`src/rtl/bcd_tens_scan_display_if.sv`:
```
// -----------------------------------------------------------------------------
// bcd_tens_scan_display_if
// Bundle between the decade ones counter / board and the tens-digit display
// block.
//   ones_bcd  : ones digit from the upstream decade counter (0-9 legal)
//   tens_bcd  : registered tens digit (0-9)
//   carry_out : one-cycle pulse when the tens digit wraps 9->0
//   an        : digit anodes, active-low, an[0]=ones, an[1]=tens
//   seg       : segments {g,f,e,d,c,b,a}, active-low
// Modports:
//   master : upstream/board side, drives ones_bcd and observes the display
//   slave  : display block side
// -----------------------------------------------------------------------------
interface bcd_tens_scan_display_if;
   logic [3:0] ones_bcd;
   logic [3:0] tens_bcd;
   logic       carry_out;
   logic [1:0] an;
   logic [6:0] seg;

   modport master (
      output ones_bcd,
      input  tens_bcd,
      input  carry_out,
      input  an,
      input  seg
   );

   modport slave (
      input  ones_bcd,
      output tens_bcd,
      output carry_out,
      output an,
      output seg
   );
endinterface

```
`src/rtl/bcd_tens_scan_display.sv`:
```
// -----------------------------------------------------------------------------
// bcd_tens_scan_display
// Watches the BCD ones digit of an upstream decade counter, advances a
// cascaded tens digit on every 9->0 roll-over of the ones digit, and
// time-multiplexes both digits onto a 2-digit common-anode 7-segment display.
//
// Ports:
//   clk     : system clock, all logic on the rising edge
//   rst     : synchronous reset, active-low
//   io_disp : bcd_tens_scan_display_if.slave
//             (ones_bcd in; tens_bcd, carry_out, an, seg out)
//
// Parameters:
//   REFRESH_DIV : clock cycles each digit stays lit (>= 2)
//
// Optional build macro:
//   LEADING_ZERO_BLANK_EN : when defined, the tens digit is kept dark while
//                           tens_bcd==0; scan timing is unaffected.
// -----------------------------------------------------------------------------
module bcd_tens_scan_display #(
   parameter int REFRESH_DIV = 50000
) (
   input  logic                         clk,
   input  logic                         rst,
   bcd_tens_scan_display_if.slave       io_disp
);

   localparam int DIV_W = (REFRESH_DIV > 2) ? $clog2(REFRESH_DIV) : 1;
   localparam logic [DIV_W-1:0] DIV_LAST = DIV_W'(REFRESH_DIV - 1);

   typedef enum logic {
      SCAN_ONES = 1'b0,
      SCAN_TENS = 1'b1
   } scan_state_t;

   scan_state_t      r_state;
   scan_state_t      w_state_nxt;
   logic [DIV_W-1:0] r_div;
   logic [DIV_W-1:0] w_div_nxt;
   logic [3:0]       r_ones_prev;
   logic [3:0]       r_tens;
   logic [3:0]       w_tens_nxt;
   logic             r_carry;
   logic             w_carry_nxt;
   logic             w_wrap;
   logic [1:0]       r_an;
   logic [1:0]       w_an_nxt;
   logic [6:0]       r_seg;
   logic [6:0]       w_seg_nxt;

   // Active-low {g,f,e,d,c,b,a}; non-BCD codes show a dash.
   function automatic logic [6:0] seg_decode(input logic [3:0] digit);
      logic [6:0] segs;
      case (digit)
         4'd0:    segs = 7'b1000000;
         4'd1:    segs = 7'b1111001;
         4'd2:    segs = 7'b0100100;
         4'd3:    segs = 7'b0110000;
         4'd4:    segs = 7'b0011001;
         4'd5:    segs = 7'b0010010;
         4'd6:    segs = 7'b0000010;
         4'd7:    segs = 7'b1111000;
         4'd8:    segs = 7'b0000000;
         4'd9:    segs = 7'b0010000;
         default: segs = 7'b0111111;
      endcase
      return segs;
   endfunction

   always_comb begin
      w_state_nxt = r_state;
      w_div_nxt   = r_div + 1'b1;
      w_tens_nxt  = r_tens;
      w_carry_nxt = 1'b0;
      w_an_nxt    = 2'b11;
      w_seg_nxt   = 7'b1111111;

      // Only a true 9 followed by a true 0 counts; codes 10-15 on either
      // side break the pair, so 9->C->0 never advances the tens digit.
      w_wrap = (r_ones_prev == 4'd9) && (io_disp.ones_bcd == 4'd0);

      if (w_wrap) begin
         if (r_tens == 4'd9) begin
            w_tens_nxt  = 4'd0;
            w_carry_nxt = 1'b1;
         end else begin
            w_tens_nxt  = r_tens + 4'd1;
         end
      end

      if (r_div == DIV_LAST) begin
         w_div_nxt   = '0;
         w_state_nxt = (r_state == SCAN_ONES) ? SCAN_TENS : SCAN_ONES;
      end

      // Display is driven from the state in force before this edge, so a
      // digit stays lit for exactly REFRESH_DIV cycles.
      case (r_state)
         SCAN_ONES: begin
            w_an_nxt  = 2'b10;
            w_seg_nxt = seg_decode(io_disp.ones_bcd);
         end
         SCAN_TENS: begin
`ifdef LEADING_ZERO_BLANK_EN
            if (r_tens == 4'd0) begin
               w_an_nxt  = 2'b11;
               w_seg_nxt = 7'b1111111;
            end else begin
               w_an_nxt  = 2'b01;
               w_seg_nxt = seg_decode(r_tens);
            end
`else
            w_an_nxt  = 2'b01;
            w_seg_nxt = seg_decode(r_tens);
`endif
         end
         default: begin
            w_an_nxt  = 2'b11;
            w_seg_nxt = 7'b1111111;
         end
      endcase
   end

   always_ff @(posedge clk) begin
      if (!rst) begin
         r_state     <= SCAN_ONES;
         r_div       <= '0;
         r_ones_prev <= 4'd0;
         r_tens      <= 4'd0;
         r_carry     <= 1'b0;
         r_an        <= 2'b11;
         r_seg       <= 7'b1111111;
      end else begin
         r_state     <= w_state_nxt;
         r_div       <= w_div_nxt;
         r_ones_prev <= io_disp.ones_bcd;
         r_tens      <= w_tens_nxt;
         r_carry     <= w_carry_nxt;
         r_an        <= w_an_nxt;
         r_seg       <= w_seg_nxt;
      end
   end

   assign io_disp.tens_bcd  = r_tens;
   assign io_disp.carry_out = r_carry;
   assign io_disp.an        = r_an;
   assign io_disp.seg       = r_seg;

endmodule
```
`src/flat_wrapper.sv`:
```
// flat-port wrapper written by rule: the top's interface ports become plain ports
module bcd_tens_scan_display_flat 
#(
   parameter int REFRESH_DIV = 50000
)
  (clk, rst, io_disp_ones_bcd, io_disp_tens_bcd, io_disp_carry_out, io_disp_an, io_disp_seg);
  bcd_tens_scan_display_if io_disp_i ();
  input  logic clk;
  input  logic rst;
  input wire logic [$bits(io_disp_i.ones_bcd)-1:0] io_disp_ones_bcd;
  output wire logic [$bits(io_disp_i.tens_bcd)-1:0] io_disp_tens_bcd;
  output wire logic [$bits(io_disp_i.carry_out)-1:0] io_disp_carry_out;
  output wire logic [$bits(io_disp_i.an)-1:0] io_disp_an;
  output wire logic [$bits(io_disp_i.seg)-1:0] io_disp_seg;
  assign io_disp_i.ones_bcd = io_disp_ones_bcd;
  assign io_disp_tens_bcd = io_disp_i.tens_bcd;
  assign io_disp_carry_out = io_disp_i.carry_out;
  assign io_disp_an = io_disp_i.an;
  assign io_disp_seg = io_disp_i.seg;
  bcd_tens_scan_display #(.REFRESH_DIV(REFRESH_DIV)) u_core (.clk(clk), .rst(rst), .io_disp(io_disp_i));
endmodule
```
`config.mk`:
```
export PLATFORM = sky130hd
export DESIGN_NAME = bcd_tens_scan_display_flat
export DESIGN_NICKNAME = d
export VERILOG_FILES = /design/src/rtl/bcd_tens_scan_display_if.sv /design/src/rtl/bcd_tens_scan_display.sv /design/src/flat_wrapper.sv
export SDC_FILE = /design/constraint.sdc
export NUM_CORES = 1
export LEC_CHECK = 0
export CAP_MARGIN = 15
export CORE_MARGIN = 2
export CORE_UTILIZATION = 30
export CTS_CLUSTER_DIAMETER = 30
export DETAILED_ROUTE_END_ITERATION = 8
export PLACE_DENSITY = 0.53
export SLEW_MARGIN = 40
export SYNTH_ARGS = -nofsm -noshare
export SYNTH_HDL_FRONTEND = slang
export SYNTH_SLANG_ARGS = --single-unit
export TNS_END_PERCENT = 1
```
`constraint.sdc`:
```
create_clock -name clk -period 4.1 [get_ports clk]
set_input_delay 0.82 -clock clk [delete_from_list [all_inputs] [get_ports clk]]
set_output_delay 0.82 -clock clk [all_outputs]
set_load 0.005 [all_outputs]
```
# Word level (Yosys, flattened, before mapping)
# Memories as Yosys holds them, arrays and structs flattened. A register that Yosys moved wholly into a read port is not among the register bits.
# Cells that the tools add are included.
[op_classes]
n_addsub = 2
multipliers = 0
div = 0
magnitude_cmp = 0
eq_ne = 3
shifts = 0
mux = 7
bitwise = 2
reduce_logical = 4
[ops]
columns = ["op", "n"]
rows = [
  ["16-bit by 1-bit adder with 16-bit output, second input constant", 1],
  ["16-bit equality test, second input constant", 1],
  ["7-bit case mux with 2 select lines", 1],
  ["4-bit 2-to-1 mux", 3],
  ["4-bit equality test, second input constant", 2],
  ["4-bit by 1-bit adder with 4-bit output, second input constant", 1],
  ["4-bit logical NOT", 1],
  ["2-bit case mux with 2 select lines", 1],
  ["1-bit 2-to-1 mux", 2],
  ["1-bit NOT", 2],
  ["2-bit AND reduction", 1],
  ["2-bit OR reduction", 1],
  ["1-bit logical AND", 1],
]
[word_totals]
regBits = 35
latchBits = 0
mem_bits_rw = 0
romBits = 224
input_bits = 6
out_inout_bits = 14
wordCells = 27
mem_count = 2
[memory_table]
columns = ["memory", "words", "word_bits", "rd", "rd_clocked_by_memory_dff", "write_ports", "line", "rtl"]
rows = [
  ["(name not given)", 16, 7, 1, 0, 0, "bcd_tens_scan_display.sv:54", "case (digit)"],
  ["(name not given)", 16, 7, 1, 1, 0, "bcd_tens_scan_display.sv:54", ""],
]

# Longest topological paths before layout
# Gate-level depths: netlist of run 1.
[logic_depth]
depth_word = 4
ltp_mapped = 12
mapped_depth_nobuf = 12

# Least setup slack after synthesis of run 1
# Ideal clock, no wire load.
[synth_timing]
kind = "input port to flip-flop"
start = "input io_disp_ones_bcd[1]"
end = "register (tool-made name)"
setup_ns = 0.147
t_arrival_ns = 3.068
setup_slack_ns = 0.885
cell_stages = 12
path_cell_list = "inv_1 > ha_1 > nor3b_2 > nand2_1 > and2_0 > o21ai_0 > inv_1 > ha_1 > nand2_1 > or3b_2 > nand3b_1 > a31oi_1"
[synth_lines]
columns = ["item", "line", "rtl"]
rows = [
  ["start: declaration", "flat_wrapper.sv:10", "input wire logic [$bits(io_disp_i.ones_bcd)-1:0] io_disp_ones_bcd;"],
]

==> impl_metrics.yaml, run 1 <==
clock_network:
  cts_hold_buf: 0
  ctsRootBufferMaster: "clkbuf_8"
  clk-insertion-delay-late_ps: 300
  clk_pin_slew_worst_paths_ps: 90
  cts_sinks: 42
  clk_path_buf_depth: 2
  cts_resized: 0
  h-tree-depth: 2
  cts_inserted_buffers: 5
  postCtsSetupBuffers: 0
  tritoncts: "yes"
drt:
  drc_errors: 0
  wl_per_cell_um: 12.85
  antenna_left: 0
  vias: 1487
  drt_iter0_drc: 26
  firstDrtPassIters: 4
  via_per_inst: 4.691
  wirelength_um: 4072
power:
  ir_worst_vdd_mv: 0.2473
  powerDensity_nw_per_um2: 364.4
  power_leakage_nw: 0.9271
worst_setup_path:
  end_kind: "register"
  critPathKind: "input pin to register"
  required_ps: 4250
  critPathLaunchType: "input pin"
  critPathArrivalTime_ps: 3370
  cp_max_fo: 5
sta:
  fin_hold_ws_ps: 454.1
  setup_viol: 0
  hold_violations: 0
  post-route-period-util: 0.7854
  slew_headroom: 0.5706
  max_freq_mhz: 310.5
  fin_crit_ps: 3220
  maxSlewViolCount: 0
  setup_ws_ps: 879.8
  tns_ps: 0
  rsz0062_at_grt: "no"
  tightest_slew_ps: 644.0
  fin_skew_ps: 11.51
floorplanning:
  dieWidth_um: 85.49
  io-pin-count: 20
  die-area_um2: 7308
  core_region_area_um2: 6386
  row_count: 29
  initial_core_util: 0.3119
  die_h_um: 85.49
worst_hold_path:
  hp-class: "register to register"
synth:
  syn-num-nets: 234
  ys_types: 47
  synth.most_common_cell: "dfxtp_1"
  syn_area_per_cell_um2: 9.265
  ys_warn_count: 0
  ys_ff_latch: 42
  synth_top_flop_cell: "dfxtp_1"
  yosysTopAreaCell: "dfxtp_1"
  syn_inst: 215
  syn_area_um2: 1992
  yosys-top-cells-count: "42 x dfxtp_1, 30 x nor2_1, 15 x nand2_1, 13 x ha_1, 10 x inv_1"
  synth.top_cell.area_share: 0.4221
  yosys-top-cells-area: "dfxtp_1 42%, ha_1 8.2%, nor2_1 5.7%, xor2_1 3.5%, xnor2_1 3.1%"
  synth_edf_count: 0
  ys_seq_area_frac: 0.4221
  synthArstFlopShare: 0
place:
  dp_hpwl_um: 2985
  place_ws_ps: 596.6
  gp_congestion: 0.7982
  io_buffers: 19
status:
  outcome: "finished, final reports clean"
global_routing:
  overflow: 0
  grt_usage: 0.1244
  grt_max_degree: 16
  grt_pass1_vias: 1590
  antenna_found_initial: 0
  grt_pass1_wl_um: 7189
cells_and_area:
  drive_gt1_frac: 0.09583
  nets: 258
  seq_area_um2: 840.8
  syn_to_final_growth_pct: 21.55
  fill_cells: 653
  multiInputGateArea_um2: 1084
  antennaDiodeCount: 0
flow_run:
  max-cap-violations: 0
power by group:
part           internal (mW)  leakage (nW)  switching [mW]
Sequential             0.418         0.343         0.00429
Combinational         0.0279         0.513          0.0251
Clock                  0.260        0.0714           0.147
Total                  0.706         0.927           0.177
per-layer routing:
metal | GRT usage | vias up | part of all wire
met2 | 0.2031 | 19 | 0.46
li1 | - | 780 | -
met4 | 0.04618 | 0 | 0.014
met3 | 0.03794 | 7 | 0.035
met5 | 0 | - | 0
met1 | 0.1544 | 681 | 0.49
path summary, 6_finish.rpt:
check / from / endpoint / slack [ps] / depth (start not counted)
worst min register to register: register / u_core.io_disp.seg[1] / 450 / 2
worst min-delay path: register / u_core.io_disp.seg[1] / 450 / 2
worst max-delay path: io_disp_ones_bcd[0] / register / 880 / 13
worst max register to register: u_core.io_disp.tens_bcd[0] / register / 1720 / 10
metrics by stage:
stage	power, mW	utilization	cell area (µm²)	std cells
2_1_floorplan	0.4594	-	1992	215
6_report	0.8822	0.3791	2421	317
3_3_place_gp	0.4854	0.3568	2278	309
4_1_cts	0.8950	0.3791	2421	317
5_1_grt	0.9167	0.3791	2421	317
3_5_place_dp	0.4851	0.3568	2278	309
area by class of cell:
class | instances | share of cell area
clock inverters | 2 | 0.02481
multi-input cells | 157 | 0.4475
inverters | 10 | 0.01550
well taps | 77 | 0.03979
flip-flops and latches | 42 | 0.3473
clock buffers | 6 | 0.03411
repair buffers | 23 | 0.09096
worst max-delay path, cell delays in order:
cell             delay, ps
clkdlybuf4s50_1        490
inv_1                  140
ha_1                   190
nor3b_2                200
nand2_1                130
and2_0                 170
o21ai_0                220
inv_1                  100
ha_1                   200
nand2_1                 90
or3b_2                 450
nand3b_1                90
a31oi_1                 80
layout by cell type (no fill, tap or decap), types with 3 or more instances in the layout:
cell type / count
mux2i_1: 5
nor2b_1: 3
xor2_1: 8
clkbuf_8: 6
buf_4: 4
a21oi_1: 6
dfxtp_1: 42
nand3_1: 6
inv_1: 10
o21ai_0: 3
nand2b_1: 4
ha_1: 13
clkdlybuf4s50_1: 19
nor3_1: 7
xnor2_1: 7
o22ai_1: 3
nand2_1: 15
o22a_1: 4
nor2_1: 30
and2_1: 8
cells by family after synthesis:
kind of cell | Yosys count | share of synthesized area
AOI/OAI and AO/OA | 26 | 0.08731
xor gates and xnor gates | 15 | 0.06596
adders and majority gates | 13 | 0.08166
buffers and inverters | 16 | 0.03392
DFF | 42 | 0.4221
muxes | 6 | 0.03643
and+or+nand+nor | 97 | 0.2726
(Power assumes the default switching activity.)
==> run 2: changes to the inputs <==
==> constraint.sdc (replaced) <==
create_clock -name clk -period 3.05 [get_ports clk]
set_input_delay 0.61 -clock clk [delete_from_list [all_inputs] [get_ports clk]]
set_output_delay 0.61 -clock clk [all_outputs]
set_load 0.005 [all_outputs]
==> run 2 against run 1 <==
Via count grew 3.2%; critical path depth shrank 2; sequential power increased by 35%; global-route usage down 0.60 points; clock skew shrank 7.6 ps; clock power grew 8.1%; core utilization grew 1.3 points; total power is 23% higher.
==> impl_metrics.yaml, run 2 (same netlist as run 1, synthesis figures left out) <==
status:
  outcome: "finished, final reports clean"
clock_network:
  cts_sinks: 42
  cts_inserted_buffers: 5
  clk_path_buf_depth: 2
  ctsRootBufferMaster: "clkbuf_8"
  tritoncts: "yes"
  clk-insertion-delay-late_ps: 280
  h-tree-depth: 2
  clk_pin_slew_worst_paths_ps: 80
  cts_hold_buf: 0
worst_hold_path:
  hp-class: "register to register"
  worstHoldPathCells: 2
  hold_end: "u_core.io_disp.seg[1]"
global_routing:
  grt_pass1_vias: 1605
  overflow: 0
  grt_usage: 0.1184
  antenna_found_initial: 0
  grt_max_degree: 16
  grt_pass1_wl_um: 7038
sta:
  max_freq_mhz: 359.0
  setup_viol: 0
  slew_headroom: 0.6313
  fin_crit_ps: 2786
  fin_skew_ps: 3.926
  tightest_slew_ps: 553.1
  setup_ws_ps: 264.2
  tns_ps: 0
  hold_violations: 0
  maxSlewViolCount: 0
  post-route-period-util: 0.9134
  rsz0062_at_grt: "no"
place:
  io_buffers: 19
  place_ws_ps: -121.6
  dp_hpwl_um: 2995
  gp_congestion: 0.7856
  dp.cells: 323
cells_and_area:
  nets: 272
  final_cell_mix: "42 x dfxtp_1, 30 x nor2_1, 19 x clkdlybuf4s50_1, 18 x buf_4, 15 x nand2_1"
  final_common_cell: "dfxtp_1"
  fin_cells: 330
  antennaDiodeCount: 0
  syn_to_final_growth_pct: 25.63
  drive_gt1_frac: 0.1462
  final_util: 0.3919
drt:
  vias: 1535
  drt_iter0_drc: 77
  via_per_inst: 4.652
  wirelength_um: 3960
  met3WireLength_um: 124
  firstDrtPassIters: 4
  wl_met1_um: 2018
  dr_wl_met2_um: 1803
  highest_layer: "met4"
  wl_per_cell_um: 12.00
  drc_errors: 0
  antenna_left: 0
power:
  combinationalPowerShare: 0.070
  powerDensity_nw_per_um2: 433.2
  clock_power_share: 0.406
  seqPwrFrac: 0.524
  power_switching_uw: 218.5
  p_sw_frac: 0.2016
  p_total_mw: 1.084
  internal_power_uw: 865.4
  ir_worst_vdd_mv: 0.2339
  power_leakage_nw: 0.9823
worst_setup_path:
  critPathLaunchType: "input pin"
  required_ps: 3270
  cp_max_fo: 4
  critPathArrivalTime_ps: 3000
  reg2regPathDepth: 10
  worstReg2RegStart: "u_core.io_disp.tens_bcd[0]"
  rrSetupSlack_ps: 800
  end_kind: "register"
  critPathKind: "input pin to register"
floorplanning:
  die-area_um2: 7308
  die_h_um: 85.49
  row_count: 29
  dieWidth_um: 85.49
  io-pin-count: 20
  core_region_area_um2: 6386
  initial_core_util: 0.3119
flow_run:
  max-cap-violations: 0
==> run 2: power by group through the flow <==
stage	clock (mW)	combinational [mW]	sequential [mW]
global placement	0	0.0776	0.580
CTS	0.457	0.0773	0.568
floorplan	0	0.0371	0.580
global route	0.488	0.0856	0.569
detailed placement	0	0.0768	0.581
finish	0.440	0.0759	0.568
==> run 2: worst max-delay path by stage <==
stage | depth (start not counted) | slack (ps) | end | startpoint
global placement | 11 | -90 | register | io_disp_ones_bcd[0]
CTS | 11 | 180 | register | io_disp_ones_bcd[0]
floorplan | 12 | 50 | register | io_disp_ones_bcd[1]
global route | 13 | 70 | register | io_disp_ones_bcd[1]
detailed placement | 11 | -120 | register | io_disp_ones_bcd[0]
finish | 11 | 260 | register | io_disp_ones_bcd[0]
==> run 2: layout make-up <==
cell class	count	area, µm²
inverter	10	37.54
multi-input combinational	157	1090
fill	681	3884
sequential	42	840.8
timing repair buffer	37	325.3
clock inverter	1	30.03
clock buffer	6	82.58
tap	77	96.34
==> run 2: critical path, stage by stage <==
cell,delay (ps)
clkdlybuf4s50_1,420
inv_1,80
ha_1,180
or3b_2,480
nor4_2,290
o21a_1,200
inv_1,100
ha_1,250
mux2i_1,140
a21oi_1,90
a31oi_1,150
==> run 2: per-layer routing <==
metal | track usage | up-vias
li1 | - | 809
met1 | 0.1591 | 707
met2 | 0.1911 | 17
met3 | 0.03113 | 2
met4 | 0.02597 | 0
met5 | 0 | -
==> run 2: what timing repair did <==
item                                    in CTS  in global routing
endpoints found under the hold margin        0                  0
setup buffers                                0                  0
resized for setup                            0                  2
endpoints found under the setup margin       0                  1
==> run 2: through the flow <==
| stage | cell area [µm²] | hold WS, ps |
|---|---|---|
| global placement | 2384 | 443.3 |
| CTS | 2496 | 460.7 |
| global route | 2502 | 484.5 |
| floorplan | 1992 | 416.1 |
| detailed placement | 2384 | 442.4 |
| finish | 2502 | 451.5 |
==> RTL edit, RTL diff (flow settings as in run 1) <==
Add a define of `LEADING_ZERO_BLANK_EN`.
--- a/src/rtl/bcd_tens_scan_display.sv
+++ b/src/rtl/bcd_tens_scan_display.sv
@@ -17,6 +17,8 @@
 //   LEADING_ZERO_BLANK_EN : when defined, the tens digit is kept dark while
 //                           tens_bcd==0; scan timing is unaffected.
 // -----------------------------------------------------------------------------
+`define LEADING_ZERO_BLANK_EN
+
 module bcd_tens_scan_display #(
    parameter int REFRESH_DIV = 50000
 ) (
Formal check against the unedited RTL: same outputs for any inputs over 10 cycles, from zero or initial values and one cycle with rst low; that may be too few to reach the edited logic, so the function may still have changed.
==> RTL edit against run 1 <==
  * Non-clock buffer count down 3
  * First-iteration DRC count rose by 92%
  * Routed wire length increased by 5.0%
  * Area after synthesis is 4.5% higher
  * Sequential cell count is the same
  * Clock power decreased by 37%
  * Setup slack got worse by 0.068 ns
  * Hold slack got worse by 0.0050 ns
  * Total power down 17%
  * Cell area rose by 0.62%
  * Highest routed layer unchanged
==> RTL edit: results (changes against run 1) <==
* R2R cell count at 9 (-1)
* Register share of total power at 57.4% (+9.6 points)
* CTS max path bufs at 2 (unchanged)
* GRT met3 Usage at 2.84% (-0.95 points)
* First-pass GRT wire length at 7330 um (+2.0%)
* Hold Slack at 0.449 ns (-0.00503 ns)
* Sequential fraction of the synthesis area at 40.4% (-1.8 points)
* Via density at 4.90 (+4.4%)
* R2r setup slk at 1.70 ns (-0.02 ns)
* VDD IR max at 114 uV (-54%)
* Synthesized instance count at 229 (+6.5%)
* Layout cells sized above 1 at 9.64% (+0.055 points)
* DR WL/cell at 13.0 um (+1.2%)
* Largest net degree at the start of global routing at 16 (unchanged)
* Pleak at 0.000956 uW (+3.1%)
* R2r startpoint: u_core.io_disp.tens_bcd[1]$_SDFFE_PN0N_
* Initial DRC count at 50 (+92%)
* Power Total at 734 uW (-17%)
* M1 WL at 2280 um (+13%)
* Hold crit path type: reg2reg
* Final WL at 4280 um (+5.0%)
* Dpl cells at 323 (+4.5%)
* Status: completed
* Syn Nets at 249 (+6.4%)
* Number of global-route vias before repair at 1548 (-2.6%)
* Critical Path Source: io_disp_ones_bcd[1]
* Grt met1 use at 17.0% (+1.6 points)
* Met2 WL post-DR at 1760 um (-5.7%)
* Worst-path clk slew at 0.07 ns (-0.02 ns)
* Switch share at 21.9% (+1.9 points)
* Final nets at 270 (+4.7%)
* Slew @ Worst Pin at 0.563 ns (-0.0815 ns)
* Global-route usage over all layers at 12.4% (-0.023 points)
* Post-place setup slack at 0.507 ns (-0.0900 ns)
* RD Place Congestion at 0.838 (+4.9%)
* Met3 routed WL at 130 um (-9.1%)
* Crit path DAT at 3.50 ns (+0.13 ns)
* Fin crit share at 80.2% (+1.7 points)
* Synth top area cells: dfxtp_1 (40%), ha_1 (8.4%), nor2_1 (6.5%), xnor2_1 (4.6%), inv_1 (2.7%)
* Netlist cell types at 53 (+13%)
* Maximum fanout along the worst path at 6 (+1)
* Clock Power at 258 uW (-37%)
* Detailed placer's ending HPWL at 3200 um (+7.2%)
* Post-route clock skew at 0.00420 ns (-0.00731 ns)
* Synth cell count leaders: dfxtp_1 (42), nor2_1 (36), inv_1 (15)
==> RTL edit: cell types whose count changed after synthesis, moves of 4 or more <==
cell            run 1  this run
and2_1              8         1
nor2_1             30        36
inv_1              10        15
nor3_1              7         2
a21oi_1             6        10
o22a_1              4         0
xnor2_1             7        11
xor2_1              8         4
==> RTL edit: worst min path at each step <==
stage | from | endpoint | depth (start not counted)
2_1_floorplan | u_core.r_div[0]$_SDFF_PP0_ | u_core.r_div[0]$_SDFF_PP0_ | 1
3_3_place_gp | flip-flop | u_core.io_disp.seg[1]$_SDFF_PN1_ | 1
3_5_place_dp | flip-flop | u_core.io_disp.seg[1]$_SDFF_PN1_ | 1
4_1_cts | flip-flop | u_core.io_disp.seg[1]$_SDFF_PN1_ | 1
5_1_grt | flip-flop | u_core.io_disp.seg[1]$_SDFF_PN1_ | 1
6_report | flip-flop | u_core.io_disp.seg[1]$_SDFF_PN1_ | 1
==> RTL edit: cell type report <==
class | instances | area, um2
multi-input combinational | 165 | 1150
inverter | 16 | 60.1
sequential | 42 | 841
tap | 80 | 100
fill | 698 | 4320
clock buffer | 6 | 82.6
timing repair buffer | 20 | 198
==> RTL edit: kinds of logic after synthesis <==
family / count (synthesis) / synth area share [%]
flops: 42 / 40.4
compound gates: 38 / 12.8
mux: 6 / 3.12
buf+inv: 22 / 4.15
fa+ha+maj: 14 / 8.41
xor+xnor: 15 / 6.31
simple gates: 92 / 24.8
==> RTL edit: critical path, stage by stage <==
cell and delay, ns:
clkdlybuf4s50_1 0.50, inv_1 0.16, ha_1 0.22, or3b_4 0.44, nor2_1 0.17, nand3_1 0.14
a21oi_2 0.25, inv_1 0.12, ha_1 0.26, a221o_1 0.33, o211ai_1 0.09
